`config.mk`:
```
export PLATFORM = sky130hd
export DESIGN_NAME = risc_toy_fetch_unit
export DESIGN_NICKNAME = d
export VERILOG_FILES = /design/src/rtl/risc_toy_fetch_unit.sv
export SDC_FILE = /design/constraint.sdc
export NUM_CORES = 1
export LEC_CHECK = 0
export BUFFER_PORTS_ARGS = -buffer_cell sky130_fd_sc_hd__buf_2
export CORE_UTILIZATION = 39
export DETAILED_ROUTE_END_ITERATION = 7
export PLACE_DENSITY = 0.62
export SLEW_MARGIN = 30
export SYNTH_ARGS = -nofsm -noshare
export SYNTH_HDL_FRONTEND = slang
export SYNTH_SLANG_ARGS = --single-unit
```
`constraint.sdc`:
```
create_clock -name clk -period 4.5 [get_ports clk]
set_input_delay 0.45 -clock clk [delete_from_list [all_inputs] [get_ports clk]]
set_output_delay 0.45 -clock clk [all_outputs]
set_load 0.01 [all_outputs]
```
`src/rtl/risc_toy_fetch_unit.sv`:
```
// Instruction fetch front end for the toy RISC pipeline.
// Issues one-word requests to a 1-cycle synchronous IMEM. Returned words go into
// a small prefetch FIFO that feeds ID through a valid/ready handshake. A PC
// redirect flushes the FIFO and any in-flight response.
module risc_toy_fetch_unit #(
  parameter int unsigned        ADDR_W     = 32,
  parameter int unsigned        MEM_ADDR_W = 10,
  parameter int unsigned        DEPTH      = 2,
  parameter logic [ADDR_W-1:0]  RESET_PC   = '0
) (
  input  logic                  clk,
  input  logic                  rst_n,
  input  logic                  redirect_valid,
  input  logic [ADDR_W-1:0]     redirect_pc,
  output logic                  imem_ce,
  output logic [MEM_ADDR_W-1:0] imem_addr,
  input  logic [31:0]           imem_rdata,
  output logic                  id_valid,
  input  logic                  id_ready,
  output logic [31:0]           id_instr,
  output logic [ADDR_W-1:0]     id_pc,
  output logic [ADDR_W-1:0]     dbg_fetch_pc
);

  localparam int unsigned PTR_W = (DEPTH > 1) ? $clog2(DEPTH) : 1;
  localparam int unsigned CNT_W = $clog2(DEPTH) + 1;
  localparam int unsigned OCC_W = CNT_W + 1;

  logic [ADDR_W-1:0] pc_q, pc_d;
  logic [ADDR_W-1:0] ifpc_q, ifpc_d;
  logic              inflight_q, inflight_d;
  logic [PTR_W-1:0]  wr_ptr_q, wr_ptr_d;
  logic [PTR_W-1:0]  rd_ptr_q, rd_ptr_d;
  logic [CNT_W-1:0]  count_q, count_d;

  logic [31:0]       instr_mem_q [DEPTH];
  logic [ADDR_W-1:0] pc_mem_q    [DEPTH];

  logic              pop;
  logic              push;
  logic              issue;
  logic [OCC_W-1:0]  occ;

  // Low two bits of the redirect target are architecturally ignored.
  logic unused_redirect_lsb;
  assign unused_redirect_lsb = ^redirect_pc[1:0];

  // Handshake, occupancy-based issue gating and return path.
  always_comb begin
    pop   = id_valid & id_ready;
    occ   = OCC_W'(count_q) + OCC_W'(inflight_q) - OCC_W'(pop);
    issue = rst_n & ~redirect_valid & (occ < OCC_W'(DEPTH));
    push  = inflight_q & ~redirect_valid;
  end

  // Output views of the fetch PC and FIFO head; head fields read as zero when empty.
  always_comb begin
    imem_ce      = issue;
    imem_addr    = pc_q[MEM_ADDR_W+1:2];
    id_valid     = (count_q != '0);
    id_instr     = id_valid ? instr_mem_q[rd_ptr_q] : 32'h0;
    id_pc        = id_valid ? pc_mem_q[rd_ptr_q] : '0;
    dbg_fetch_pc = pc_q;
  end

  // Next-state logic; redirect overrides every other update.
  always_comb begin
    pc_d       = pc_q;
    ifpc_d     = ifpc_q;
    inflight_d = 1'b0;
    wr_ptr_d   = wr_ptr_q;
    rd_ptr_d   = rd_ptr_q;
    count_d    = count_q;
    if (redirect_valid) begin
      pc_d     = {redirect_pc[ADDR_W-1:2], 2'b00};
      wr_ptr_d = '0;
      rd_ptr_d = '0;
      count_d  = '0;
    end else begin
      if (issue) begin
        pc_d       = pc_q + ADDR_W'(4);
        ifpc_d     = pc_q;
        inflight_d = 1'b1;
      end
      if (push) begin
        wr_ptr_d = wr_ptr_q + PTR_W'(1);
      end
      if (pop) begin
        rd_ptr_d = rd_ptr_q + PTR_W'(1);
      end
      count_d = count_q + CNT_W'(push) - CNT_W'(pop);
    end
  end

  // Control state register.
  always_ff @(posedge clk or negedge rst_n) begin
    if (!rst_n) begin
      pc_q       <= RESET_PC;
      ifpc_q     <= '0;
      inflight_q <= 1'b0;
      wr_ptr_q   <= '0;
      rd_ptr_q   <= '0;
      count_q    <= '0;
    end else begin
      pc_q       <= pc_d;
      ifpc_q     <= ifpc_d;
      inflight_q <= inflight_d;
      wr_ptr_q   <= wr_ptr_d;
      rd_ptr_q   <= rd_ptr_d;
      count_q    <= count_d;
    end
  end

  // FIFO payload storage; contents are don't-care while the slot is not counted.
  always_ff @(posedge clk) begin
    if (push) begin
      instr_mem_q[wr_ptr_q] <= imem_rdata;
      pc_mem_q[wr_ptr_q]    <= ifpc_q;
    end
  end

endmodule

```
; After elaboration in Yosys (flattened, before gate mapping)
; Memory sizes are Yosys's and may differ from the RTL's.
; Cells that the tools add are included.
[classes]
n_shift = 0
n_mux = 13
n_bitwise = 5
eq_ne = 0
reduce_logical = 5
div = 0
mul = 0
order_cmp = 1
n_addsub = 7
[op_table]
columns = operator, n
row1 = $mux 32, 4
row2 = $add 32x3->32 const B, 1
row3 = $mux 1, 8
row4 = $reduce_bool 2->1, 4
row5 = $and 1x1->1, 4
row6 = $add 2x1->3, 1
row7 = $lt 3x2->1 const B, 1
row8 = $sub 3x1->3, 1
row9 = $add 1x1->1 const B, 2
row10 = $add 2x1->2, 1
row11 = $mux 2, 1
row12 = $reduce_and 2->1, 1
row13 = $sub 2x1->2, 1
row14 = $not 1->1, 1
[totals]
mem_bits_ro = 0
memories = 2
wordCells = 39
latch_bits = 0
mem_bits_rw = 128
reg_bits = 69
[memory_table]
columns = memory, depth, width, read_ports, rd_ports_with_merged_regs, write_ports, line
row1 = instr_mem_q, 2, 32, 1, 0, 1, 36  ; logic [31:0] instr_mem_q [DEPTH];
row2 = pc_mem_q, 2, 32, 1, 0, 1, 37  ; logic [ADDR_W-1:0] pc_mem_q [DEPTH];

; Logic depth before layout (Yosys ltp)
[depth]
ltp_word = 7
mapped_depth = 15
mapped_depth_nobuf = 12

; Worst setup path before layout
; Ideal clock, no wire load.
[synth_path]
path_kind = in2reg
from = input port redirect_valid
to = memory instr_mem_q[0][0], enable pin
t_arrival_ns = 3.517
cell_stages = 4
path_slack_ns = 0.500
path_cell_list = inv_1 -> clkbuf_1 -> nand2_1 -> nor2_1
[synth_between]
elab_chain_len = 4
[synth_rtl]
columns = element, line
row1 = from (decl), 13  ; input logic redirect_valid,
row2 = $not 1->1 (no source line), -
row3 = $and 1x1->1, 53  ; push = inflight_q & ~redirect_valid;
row4 = $mux 1, 116  ; if (push) begin
row5 = $mux 1 (implied by the code), 117  ; instr_mem_q[wr_ptr_q] <= imem_rdata;
row6 = to (decl), 36
; No other way between the ends.

; Worst setup path in the final report
[layout_path]
from = register count_q[1]
to = output port imem_ce
[layout_between]
elab_chain_len = 5
word_cells_on_any_way = 6
cone_classes = add/sub (2) / order compare (1) / bitwise (2) / reduce/logical (1)
[layout_rtl]
columns = element, line
row1 = from (decl), 34  ; logic [CNT_W-1:0] count_q, count_d;
row2 = from (signal assigned), 110  ; count_q <= count_d;
row3 = "parallel branches: the longest is 2 deep, another holds $add 2x1->3", -
row4 = $sub 3x1->3 (*), 51  ; occ = OCC_W'(count_q) + OCC_W'(inflight_q) - OCC_W'(pop);
row5 = $lt 3x2->1 (*), 52  ; issue = rst_n & ~redirect_valid & (occ < OCC_W'(DEPTH));
row6 = $and 1x1->1 (*), 52
row7 = to (decl), 15  ; output logic imem_ce,
; Mark *: on every way between the ends.

==> metrics.cfg <==
[run_status]
outcome = finished, final reports clean

[yosys]
synth-seq-area-share = 0.672
area_share_of_the_largest_cell_type_after_synthesis = 0.468
synthesis.instances = 638
synth_enable_flop_cells = 124
async_reset_ff_frac = 0.344
post_synth_most_frequent_cells = edfxtp_1 (124), nand2_1 (114), nor2_1 (80)
netlist_area_um2 = 7960
synth_seq_cells = 189
synthesis.area_per_instance_um2 = 12.5
library_cell_occupying_the_most_area_in_the_post_synthesis_netlist = edfxtp_1
yosysMostFrequentCell = edfxtp_1
ys_top_cells_by_area = edfxtp_1 (47%), dfrtp_1 (20%), mux2i_1 (7.9%)
yosys.cell_types.count = 51
synth_top_flop_cell = edfxtp_1
yosys_warnings = 0

[clock_network]
ctsLongestPathBuffers = 2
cts.sink_count = 189
postCtsSetupRepairBufs = 0
cts.repair.resized = 0
cts-buffers-inserted = 17
htree_levels = 4
clk_latency_ps = 430
clkTransAtPathRegs_ps = 70
cts.hold.buffers_added = 0
clock_tree.root_cell = clkbuf_16
tritoncts_clock_tree = yes

[power]
logic_gate_share_of_total_power = 0.296
cellInternalPower_mw = 3.70
power.density_nw_per_um2 = 600
fin_total_pwr_mw = 5.78
irDropWorstVdd_mv = 0.291
static_leakage_nw = 4.01
swShare = 0.361
net-switching-power_mw = 2.09
seqPwrFrac = 0.447
clock_network_power_share = 0.257

[critical_path]
critical_r2r_capture = dbg_fetch_pc[18]$_DFFE_PN0P_
setup.worst_path.start = count_q[1]$_DFF_PN0_
worst_r2r_path_depth = 12
worstSetupPathType = register to output pin
timing.critical_path.from_type = register
worstPathRequired_ps = 4050
worst_ep_arrival_time_ps = 3560
slowest_delay_ps = 500
worst_path_max_delay_cell = or3_2
r2r_setup_slack_ps = 860
crit_path_max_fanout = 29
crit_path_end = imem_ce
end_kind = output pin
cp_cell_sequence = nor2_4 > inv_1 > and2_1 > nor2b_1 > o21ai_0 > fa_1 > xor2_1 > or3_2 > inv_2 > buf_4 > buf_2
r2r-start = count_q[1]$_DFF_PN0_

[finish]
drive_above_1_share = 0.279
fillCellCount = 1776
area_growth_pct = 21.1
postLayoutCellArea_um2 = 9640
finish.net_count = 866
antennaDiodeCount = 0
fin_cells = 1072
postLayoutCoreUtil = 0.489

[global_routing]
grt_max_degree = 66
number_of_global_route_vias_before_repair = 5137
grt_remaining_overflow = 0
grt_antenna_before_repair = 0
grt_usage = 0.172
grt_first_pass_wirelength_um = 27100

[routing]
residual_drc = 0
wl_um = 17200
detail-route-antenna-nets = 0
post_drt_wl_per_cell_um = 16.0
drt_first_iter_violations = 289
post_drt_via_cell_ratio = 5.06
route.vias.total = 5426
dr.pass1.iters = 5

[sta]
setup_total_negative_slack_ps = 0
worst_pin_slew_ps = 832
setup_repair_after_global_routing_missed_its_margin = false
timing.slew.headroom = 0.445
post-route-min-period_ps = 4010
final.period_utilization = 0.890
worst_slack_ps = 494
finalHoldWorstSlack_ps = 210
slew_viol_final = 0
timing.final.hold_violations = 0
max_clock_freq_ghz = 0.250
final.setup_skew_ps = 10.0
setup-violations-final = 0

[min_path]
worstHoldPathType = input pin to register
min_from = imem_rdata[3]

[placed_design]
place.detailed.instances = 1040
dp_slack_ps = 868
placement.cell_area_um2 = 9030
dp_hpwl_um = 11100
gp_congestion = 0.808
port_buffers = 169

[floorplan]
die_height_um = 145
chipWidth_um = 145
area_of_the_die_um2 = 21000
top_level_ports = 176
effective_utilization_at_floorplan = 0.404
core.rowCount = 51
core_region_area_um2 = 19700

[run]
maxCapViolCount = 0

## power groups by stage
stage	Clock (mW)	Combinational (mW)	Sequential, mW
after floorplan	0	1.16	2.51
after global placement	0	1.68	2.64
after detailed placement	0	1.74	2.62
after CTS	1.53	1.75	2.59
after global routing	1.59	1.94	2.64
final	1.49	1.71	2.59
## layer usage
layer  track usage  vias to the layer above  wire length [µm]  part of all wire
li1              -                     2593                 -                 -
met2         0.265                      227              7810              0.45
met1         0.230                     2588              7580              0.44
met3        0.0497                       18              1560             0.091
met5             0                        -                 0                 0
met4        0.0643                        0               240             0.014
## cells in the final DEF (no fill, tap or decap), drive strengths merged, types with 4 or more instances in the layout
cell type,instances
conb,4
buf,179
inv,19
o21ai,19
o311ai,9
nand4,13
nor2,80
a22oi,7
o211ai,6
mux2i,63
clkbuf,18
xor2,4
a31o,4
o21bai,4
nor3,4
dfrtp,65
nand3,17
edfxtp,124
and3,6
or3,4
clkinv,6
xnor2,4
or4,6
nand2,114
## sequential cells by signal, summed over array words and instances, names as in the netlist
register      cells
wr_ptr_q          1
rd_ptr_q          1
instr_mem_q      64
count_q           2
ifpc_q           30
dbg_fetch_pc     30
pc_mem_q         60
inflight_q        1
## how the worst min path moves through the flow
| stage | endpoint | slack (ps) | cells past startpoint |
|---|---|---|---|
| after floorplan | count_q[0]$_DFF_PN0_ | 150 | 0 |
| after global placement | pc_mem_q[0][9]$_DFFE_PP_ | 450 | 0 |
| after detailed placement | pc_mem_q[0][5]$_DFFE_PP_ | 450 | 0 |
| after CTS | instr_mem_q[1][3]$_DFFE_PP_ | 190 | 1 |
| after global routing | instr_mem_q[1][31]$_DFFE_PP_ | 190 | 1 |
| final | instr_mem_q[1][3]$_DFFE_PP_ | 210 | 1 |
## cell type report
| cell class | instances | area (µm²) | area share |
|---|---|---|---|
| Clock inverter | 14 | 165 | 0.0171 |
| Tap cell | 265 | 332 | 0.0344 |
| Clock buffer | 18 | 439 | 0.0456 |
| Inverter | 11 | 41.3 | 0.00428 |
| Timing Repair Buffer | 179 | 933 | 0.0969 |
| Multi-Input combinational cell | 396 | 2370 | 0.246 |
| Sequential cell | 189 | 5350 | 0.556 |
## critical path, delay by kind of cell, from the launching register on
kind,cells,cell delay [ps]
AND/OR/NAND/NOR,4,960
AO/OA/AOI/OAI,1,150
flip-flops,1,480
XOR/XNOR,1,210
buffers and inverters,4,950
adder cells (fa/ha/maj),1,390
## kinds of logic (layout without fill, tap and decap cells)
kind of cell | Yosys count | count (layout) | share of synthesized area
AOI/OAI and AO/OA | 63 | 63 | 0.0568
xor gates and xnor gates | 8 | 8 | 0.00880
adders and majority gates | 4 | 4 | 0.00723
buffers and inverters | 56 | 222 | 0.0336
DFF | 189 | 189 | 0.672
muxes | 63 | 63 | 0.0792
other | 1 | 4 | 0.000471
and+or+nand+nor | 254 | 254 | 0.142
No activity file was read; power rests on OpenSTA's default activity.
